`src/rtl/sp_ram_arbiter_if.sv`:
```
// sp_ram_arbiter_if: requester and RAM-side signals shared by the arbiter and its clients
interface sp_ram_arbiter_if #(
    parameter int ABITS = 4,
    parameter int WIDTH = 8
);
    logic             req0, we0, gnt0, rvalid0;
    logic [ABITS-1:0] addr0;
    logic [WIDTH-1:0] wdata0, rdata0;
    logic             req1, we1, gnt1, rvalid1;
    logic [ABITS-1:0] addr1;
    logic [WIDTH-1:0] wdata1, rdata1;
    logic             ram_wren, ram_rden;
    logic [ABITS-1:0] ram_addr;
    logic [WIDTH-1:0] ram_wdata, ram_rdata;

    modport slave (
        input  req0, we0, addr0, wdata0, req1, we1, addr1, wdata1, ram_rdata,
        output gnt0, rvalid0, rdata0, gnt1, rvalid1, rdata1,
        output ram_wren, ram_rden, ram_addr, ram_wdata
    );

    modport master (
        output req0, we0, addr0, wdata0, req1, we1, addr1, wdata1, ram_rdata,
        input  gnt0, rvalid0, rdata0, gnt1, rvalid1, rdata1,
        input  ram_wren, ram_rden, ram_addr, ram_wdata
    );
endinterface

```
`src/rtl/sp_ram_arbiter.sv`:
```
// sp_ram_arbiter: two-requester arbiter for one single-port read-first RAM.
// Default: round-robin with a MAX_BURST fairness limit.
// Define SP_RAM_ARB_FIXED_PRIO_EN for fixed priority (requester 0 always wins).
module sp_ram_arbiter #(
    parameter int ABITS     = 4,
    parameter int WIDTH     = 8,
    parameter int MAX_BURST = 4
) (
    input logic            clk,
    input logic            rst_n,
    sp_ram_arbiter_if.slave bus
);
    typedef enum logic [1:0] {ARB_IDLE, OWN0, OWN1} state_t;

    localparam logic [3:0] MB = 4'(MAX_BURST);

    state_t           state_q, state_d;
    logic [3:0]       burst_q, burst_d;
    logic             last_q, last_d;
    logic             rd_pend_q, rd_pend_d, rd_who_q, rd_who_d;
    logic [ABITS-1:0] addr_q, addr_d;
    logic [WIDTH-1:0] wdata_q, wdata_d, rdata0_q, rdata0_d, rdata1_q, rdata1_d;
    logic             g0, g1, rv0, rv1;

    // Grant decision, burst accounting and next arbitration state
    always_comb begin
        g0      = 1'b0;
        g1      = 1'b0;
        burst_d = burst_q;
        last_d  = last_q;
`ifdef SP_RAM_ARB_FIXED_PRIO_EN
        g0 = bus.req0;
        g1 = bus.req1 & ~bus.req0;
`else
        case (state_q)
            OWN0: begin
                g0 = bus.req0 & ~(bus.req1 & (burst_q >= MB));
                g1 = bus.req1 & ~g0;
            end
            OWN1: begin
                g1 = bus.req1 & ~(bus.req0 & (burst_q >= MB));
                g0 = bus.req0 & ~g1;
            end
            default: begin
                g0 = bus.req0 & (~bus.req1 | last_q);
                g1 = bus.req1 & ~g0;
            end
        endcase
        // A new owner starts its count at this grant; the count only advances under contention
        if (g0)
            burst_d = (state_q != OWN0) ? {3'b000, bus.req1} :
                      (bus.req1 && burst_q < MB) ? burst_q + 4'd1 : burst_q;
        else if (g1)
            burst_d = (state_q != OWN1) ? {3'b000, bus.req0} :
                      (bus.req0 && burst_q < MB) ? burst_q + 4'd1 : burst_q;
        else
            burst_d = 4'd0;
        last_d = (g0 | g1) ? g1 : last_q;
`endif
        state_d = g0 ? OWN0 : g1 ? OWN1 : ARB_IDLE;
    end

    // RAM drive, read tag capture and read-data return
    always_comb begin
        addr_d    = g0 ? bus.addr0 : g1 ? bus.addr1 : addr_q;
        wdata_d   = g0 ? bus.wdata0 : g1 ? bus.wdata1 : wdata_q;
        rd_pend_d = (g0 & ~bus.we0) | (g1 & ~bus.we1);
        rd_who_d  = g1;
        rv0       = rd_pend_q & ~rd_who_q;
        rv1       = rd_pend_q & rd_who_q;
        rdata0_d  = rv0 ? bus.ram_rdata : rdata0_q;
        rdata1_d  = rv1 ? bus.ram_rdata : rdata1_q;
    end

    assign bus.gnt0      = g0;
    assign bus.gnt1      = g1;
    assign bus.ram_wren  = (g0 & bus.we0) | (g1 & bus.we1);
    assign bus.ram_rden  = rd_pend_d;
    assign bus.ram_addr  = addr_d;
    assign bus.ram_wdata = wdata_d;
    assign bus.rvalid0   = rv0;
    assign bus.rvalid1   = rv1;
    assign bus.rdata0    = rdata0_d;
    assign bus.rdata1    = rdata1_d;

    // State registers; reset drops any read in flight
    always_ff @(posedge clk or negedge rst_n) begin
        if (!rst_n) begin
            state_q   <= ARB_IDLE;
            burst_q   <= 4'd0;
            last_q    <= 1'b1;
            rd_pend_q <= 1'b0;
            rd_who_q  <= 1'b0;
            addr_q    <= '0;
            wdata_q   <= '0;
            rdata0_q  <= '0;
            rdata1_q  <= '0;
        end else begin
            state_q   <= state_d;
            burst_q   <= burst_d;
            last_q    <= last_d;
            rd_pend_q <= rd_pend_d;
            rd_who_q  <= rd_who_d;
            addr_q    <= addr_d;
            wdata_q   <= wdata_d;
            rdata0_q  <= rdata0_d;
            rdata1_q  <= rdata1_d;
        end
    end
endmodule

```
`src/flat_wrapper.sv`:
```
// flat-port wrapper written by rule: the top's interface ports become plain ports
module sp_ram_arbiter_flat 
#(
    parameter int ABITS     = 4,
    parameter int WIDTH     = 8,
    parameter int MAX_BURST = 4
)
  (clk, rst_n, bus_req0, bus_we0, bus_addr0, bus_wdata0, bus_req1, bus_we1, bus_addr1, bus_wdata1, bus_ram_rdata, bus_gnt0, bus_rvalid0, bus_rdata0, bus_gnt1, bus_rvalid1, bus_rdata1, bus_ram_wren, bus_ram_rden, bus_ram_addr, bus_ram_wdata);
  sp_ram_arbiter_if #(.ABITS(ABITS), .WIDTH(WIDTH)) bus_i ();
  input logic clk;
  input logic rst_n;
  input wire logic [$bits(bus_i.req0)-1:0] bus_req0;
  input wire logic [$bits(bus_i.we0)-1:0] bus_we0;
  input wire logic [$bits(bus_i.addr0)-1:0] bus_addr0;
  input wire logic [$bits(bus_i.wdata0)-1:0] bus_wdata0;
  input wire logic [$bits(bus_i.req1)-1:0] bus_req1;
  input wire logic [$bits(bus_i.we1)-1:0] bus_we1;
  input wire logic [$bits(bus_i.addr1)-1:0] bus_addr1;
  input wire logic [$bits(bus_i.wdata1)-1:0] bus_wdata1;
  input wire logic [$bits(bus_i.ram_rdata)-1:0] bus_ram_rdata;
  output wire logic [$bits(bus_i.gnt0)-1:0] bus_gnt0;
  output wire logic [$bits(bus_i.rvalid0)-1:0] bus_rvalid0;
  output wire logic [$bits(bus_i.rdata0)-1:0] bus_rdata0;
  output wire logic [$bits(bus_i.gnt1)-1:0] bus_gnt1;
  output wire logic [$bits(bus_i.rvalid1)-1:0] bus_rvalid1;
  output wire logic [$bits(bus_i.rdata1)-1:0] bus_rdata1;
  output wire logic [$bits(bus_i.ram_wren)-1:0] bus_ram_wren;
  output wire logic [$bits(bus_i.ram_rden)-1:0] bus_ram_rden;
  output wire logic [$bits(bus_i.ram_addr)-1:0] bus_ram_addr;
  output wire logic [$bits(bus_i.ram_wdata)-1:0] bus_ram_wdata;
  assign bus_i.req0 = bus_req0;
  assign bus_i.we0 = bus_we0;
  assign bus_i.addr0 = bus_addr0;
  assign bus_i.wdata0 = bus_wdata0;
  assign bus_i.req1 = bus_req1;
  assign bus_i.we1 = bus_we1;
  assign bus_i.addr1 = bus_addr1;
  assign bus_i.wdata1 = bus_wdata1;
  assign bus_i.ram_rdata = bus_ram_rdata;
  assign bus_gnt0 = bus_i.gnt0;
  assign bus_rvalid0 = bus_i.rvalid0;
  assign bus_rdata0 = bus_i.rdata0;
  assign bus_gnt1 = bus_i.gnt1;
  assign bus_rvalid1 = bus_i.rvalid1;
  assign bus_rdata1 = bus_i.rdata1;
  assign bus_ram_wren = bus_i.ram_wren;
  assign bus_ram_rden = bus_i.ram_rden;
  assign bus_ram_addr = bus_i.ram_addr;
  assign bus_ram_wdata = bus_i.ram_wdata;
  sp_ram_arbiter #(.ABITS(ABITS), .WIDTH(WIDTH), .MAX_BURST(MAX_BURST)) u_core (.clk(clk), .rst_n(rst_n), .bus(bus_i));
endmodule
```
`config.mk`:
```
export PLATFORM = sky130hd
export DESIGN_NAME = sp_ram_arbiter_flat
export DESIGN_NICKNAME = d
export VERILOG_FILES = /design/src/rtl/sp_ram_arbiter_if.sv /design/src/rtl/sp_ram_arbiter.sv /design/src/flat_wrapper.sv
export SDC_FILE = /design/constraint.sdc
export NUM_CORES = 1
export LEC_CHECK = 0
export BUFFER_PORTS_ARGS = -buffer_cell sky130_fd_sc_hd__buf_2
export CORE_MARGIN = 1.5
export CORE_UTILIZATION = 45
export CTS_CLUSTER_SIZE = 25
export DETAILED_ROUTE_END_ITERATION = 16
export PLACE_DENSITY = 0.76
export SYNTH_ARGS = -nofsm -noshare
export SYNTH_HDL_FRONTEND = slang
export SYNTH_SLANG_ARGS = --single-unit
```
`constraint.sdc`:
```
create_clock -name clk -period 2.8 [get_ports clk]
set_input_delay 0.42 -clock clk [delete_from_list [all_inputs] [get_ports clk]]
set_output_delay 0.42 -clock clk [all_outputs]
set_load 0.03 [all_outputs]
```
==> metrics <==
Yosys reg bits=37; Cell Pwr Density=1490 nW/um2; DRC violations left=0; Slew Viols, Final=0; Worst VDD drop=0.897 mV; outcome=complete, no violations; routed vias=1488; layout cells sized above 1=46.6%; dominant synthesized flop cell=dfrtp_1; total power=0.00345 W; CTS tree=yes; GP Congestion=0.777; Routed Wire Length=4.09 mm; EDFF count, synth=0; Crit. End Element=output port; crit share post-route=97.7%; Seq/Total Area, Yosys=54.8%; final setup fails=0; die height=64.3 um; initial core utilization=46.6%; clock sink count=37; synth top area cells=dfrtp_1 (53%), mux2_2 (11%), nand2_1 (7.8%), a31oi_1 (4.8%), nor2_1 (3.8%); die width=64.3 um; vias per cell=5.20; cell with the largest stage delay on the worst path=dfrtp_1; Syn Area/Cell=10.6 um2; critical-path maximum fanout=16; Max-cap violations=0; crit path kind=register to output port; Yosys cell types=32; H-tree depth=2; crit path cell chain=inv_1 > ha_1 > nor4b_1 > o31ai_1 > nand2_2 > clkinv_4 > nand2_1 > a31oi_1 > buf_4; DR WL/cell=14.3 um; Mapped Area=1690 um2; gr ovfl total=0; n_diodes=0; initial antenna violation count=0; cell taking the most area after synthesis=dfrtp_1; Clock Latency Late Sink=0.29 ns; Area growth syn-to-layout=36.3%; core area=3630 um2; CTS clk-pin slew, worst paths=0.07 ns; CP arrival=2.32 ns; Top Ports=72; port buffer count=71; CTS buffer count=5; syn_nets=201; count leader, synth=dfrtp_1; HPWL after DPL=2.62 mm; fmax=0.366 GHz; Nets=279; number of synthesis warnings=0; clk buf depth=2; Root Buffer=clkbuf_8; Startpoint Class=register; top cell type's share of synthesized area=53.2%; worst clock skew=0.00328 ns; Synth top cells by count=dfrtp_1 (36), nand2_1 (35), nor2_1 (17), mux2_2 (16), a31oi_1 (13); Finished Core Util=63.5%; CTS Hold Bufs=0; drt pass-1 iters=4; DR iter-0 viols=82; WP data required=2.38 ns; CP max stage delay=0.40 ns; Worst slew margin=47.8%; Fin. Hold Viols=0; vias in the first global route=1293; Syn Inst Count=160; pin count of the biggest net entering global routing=38; FP Rows=22; HP Class=primary input to async pin; asr flop ratio synth=100%; post-route ant nets=0; Tmin final=2.74 ns; first-pass GRT wire length=5.62 mm; die area=4140 um2; Leakage=1.11 nW; worst-margin pin slew=0.783 ns; GR Util All Layers=18.4%
==> report_power, final <==
group	leakage [nW]	total, W	internal (W)	switching [W]
combinational	0.620	0.00213	0.000712	0.00142
clock	0.0540	0.000440	0.000258	0.000181
sequential	0.440	0.000882	0.000797	0.0000851
total	1.11	0.00345	0.00177	0.00168
==> per-stage QoR <==
stage	instance area (um2)	setup slack, ns	setup TNS, ns	std cells	hold slack, ns
6_report	2310	0.0646	0	286	0.201
3_5_place_dp	2070	0.267	0	274	0.478
4_1_cts	2180	0.0235	0	281	0.231
5_1_grt	2310	-0.0530	-0.0975	286	0.273
2_1_floorplan	1690	0.315	0	160	0.124
3_3_place_gp	2070	0.327	0	274	0.473
==> sequential cells by signal, indices dropped and copies added, names as in the netlist <==
name              flops
u_core.burst_q        4
u_core.rdata1_q       8
u_core.last_q         1
u_core.rd_who_q       1
u_core.state_q        2
u_core.rdata0_q       8
u_core.wdata_q        8
u_core.addr_q         4
u_core.rd_pend_q      1
==> critical path: cells and delay by family, from the launching register on <==
family                     cells  cell delay, ns
DFF                            1            0.40
buffers and inverters          3            0.45
AOI/OAI and AO/OA              2            0.52
and+or+nand+nor                3            0.42
adders and majority gates      1            0.24
==> kinds of logic after synthesis <==
| group | share of synthesized area (%) |
|---|---|
| and+or+nand+nor | 14.9 |
| DFF | 54.8 |
| buffers and inverters | 4.80 |
| adders and majority gates | 2.22 |
| AOI/OAI and AO/OA | 12.6 |
| muxes | 10.6 |
==> layer usage <==
layer,routed length [um],up-vias,track usage [%]
li1,-,712,-
met1,1660,706,21.0
met2,2050,64,30.2
met3,309,6,5.63
met4,65,0,11.2
met5,0,-,0
==> placed cells by master (no fill, tap or decap), drive strengths merged, types with 2 or more instances in the layout <==
master   instances
o31ai            2
a31oi           13
clkinv           2
nand3            2
nor2b            2
o22ai            4
o2bb2ai          3
nand2b           2
dfrtp           36
a21oi            3
mux2            16
nand2           36
buf             76
clkbuf           5
inv              6
nor2            17
ha               3
==> cell type report <==
class                           count  area [um2]
Clock buffer                        5        68.8
Clock inverter                      2        35.0
Fill cell                         316        1330
Inverter                            7        31.3
Multi-Input combinational cell    111         777
Sequential cell                    37         927
Tap cell                           48        60.1
Timing Repair Buffer               76         408
==> timing repair <==
action / in CTS / in global routing
setup buffers: 0 / 3
endpoints found under the setup margin: 5 / 14
pin swaps: 1 / 1
resized for setup: 2 / 16
endpoints found under the hold margin: 0 / 0
cloned: 0 / 2
==> final timing paths <==
kind                                         from                 to  slack [ns]  cells after the start
max in group asynchronous                   rst_n   u_core.addr_q[3]        2.10                      1
worst max-delay path            u_core.state_q[1]    bus_ram_addr[2]        0.06                      9
min in group clk                          bus_we0   u_core.rd_pend_q        0.36                      2
worst min register to register      u_core.last_q      u_core.last_q        0.49                      2
worst min-delay path                        rst_n  u_core.burst_q[1]        0.20                      1
worst max register to register  u_core.state_q[1]  u_core.burst_q[0]        0.89                      7
No activity file was read; power rests on OpenSTA's default activity.
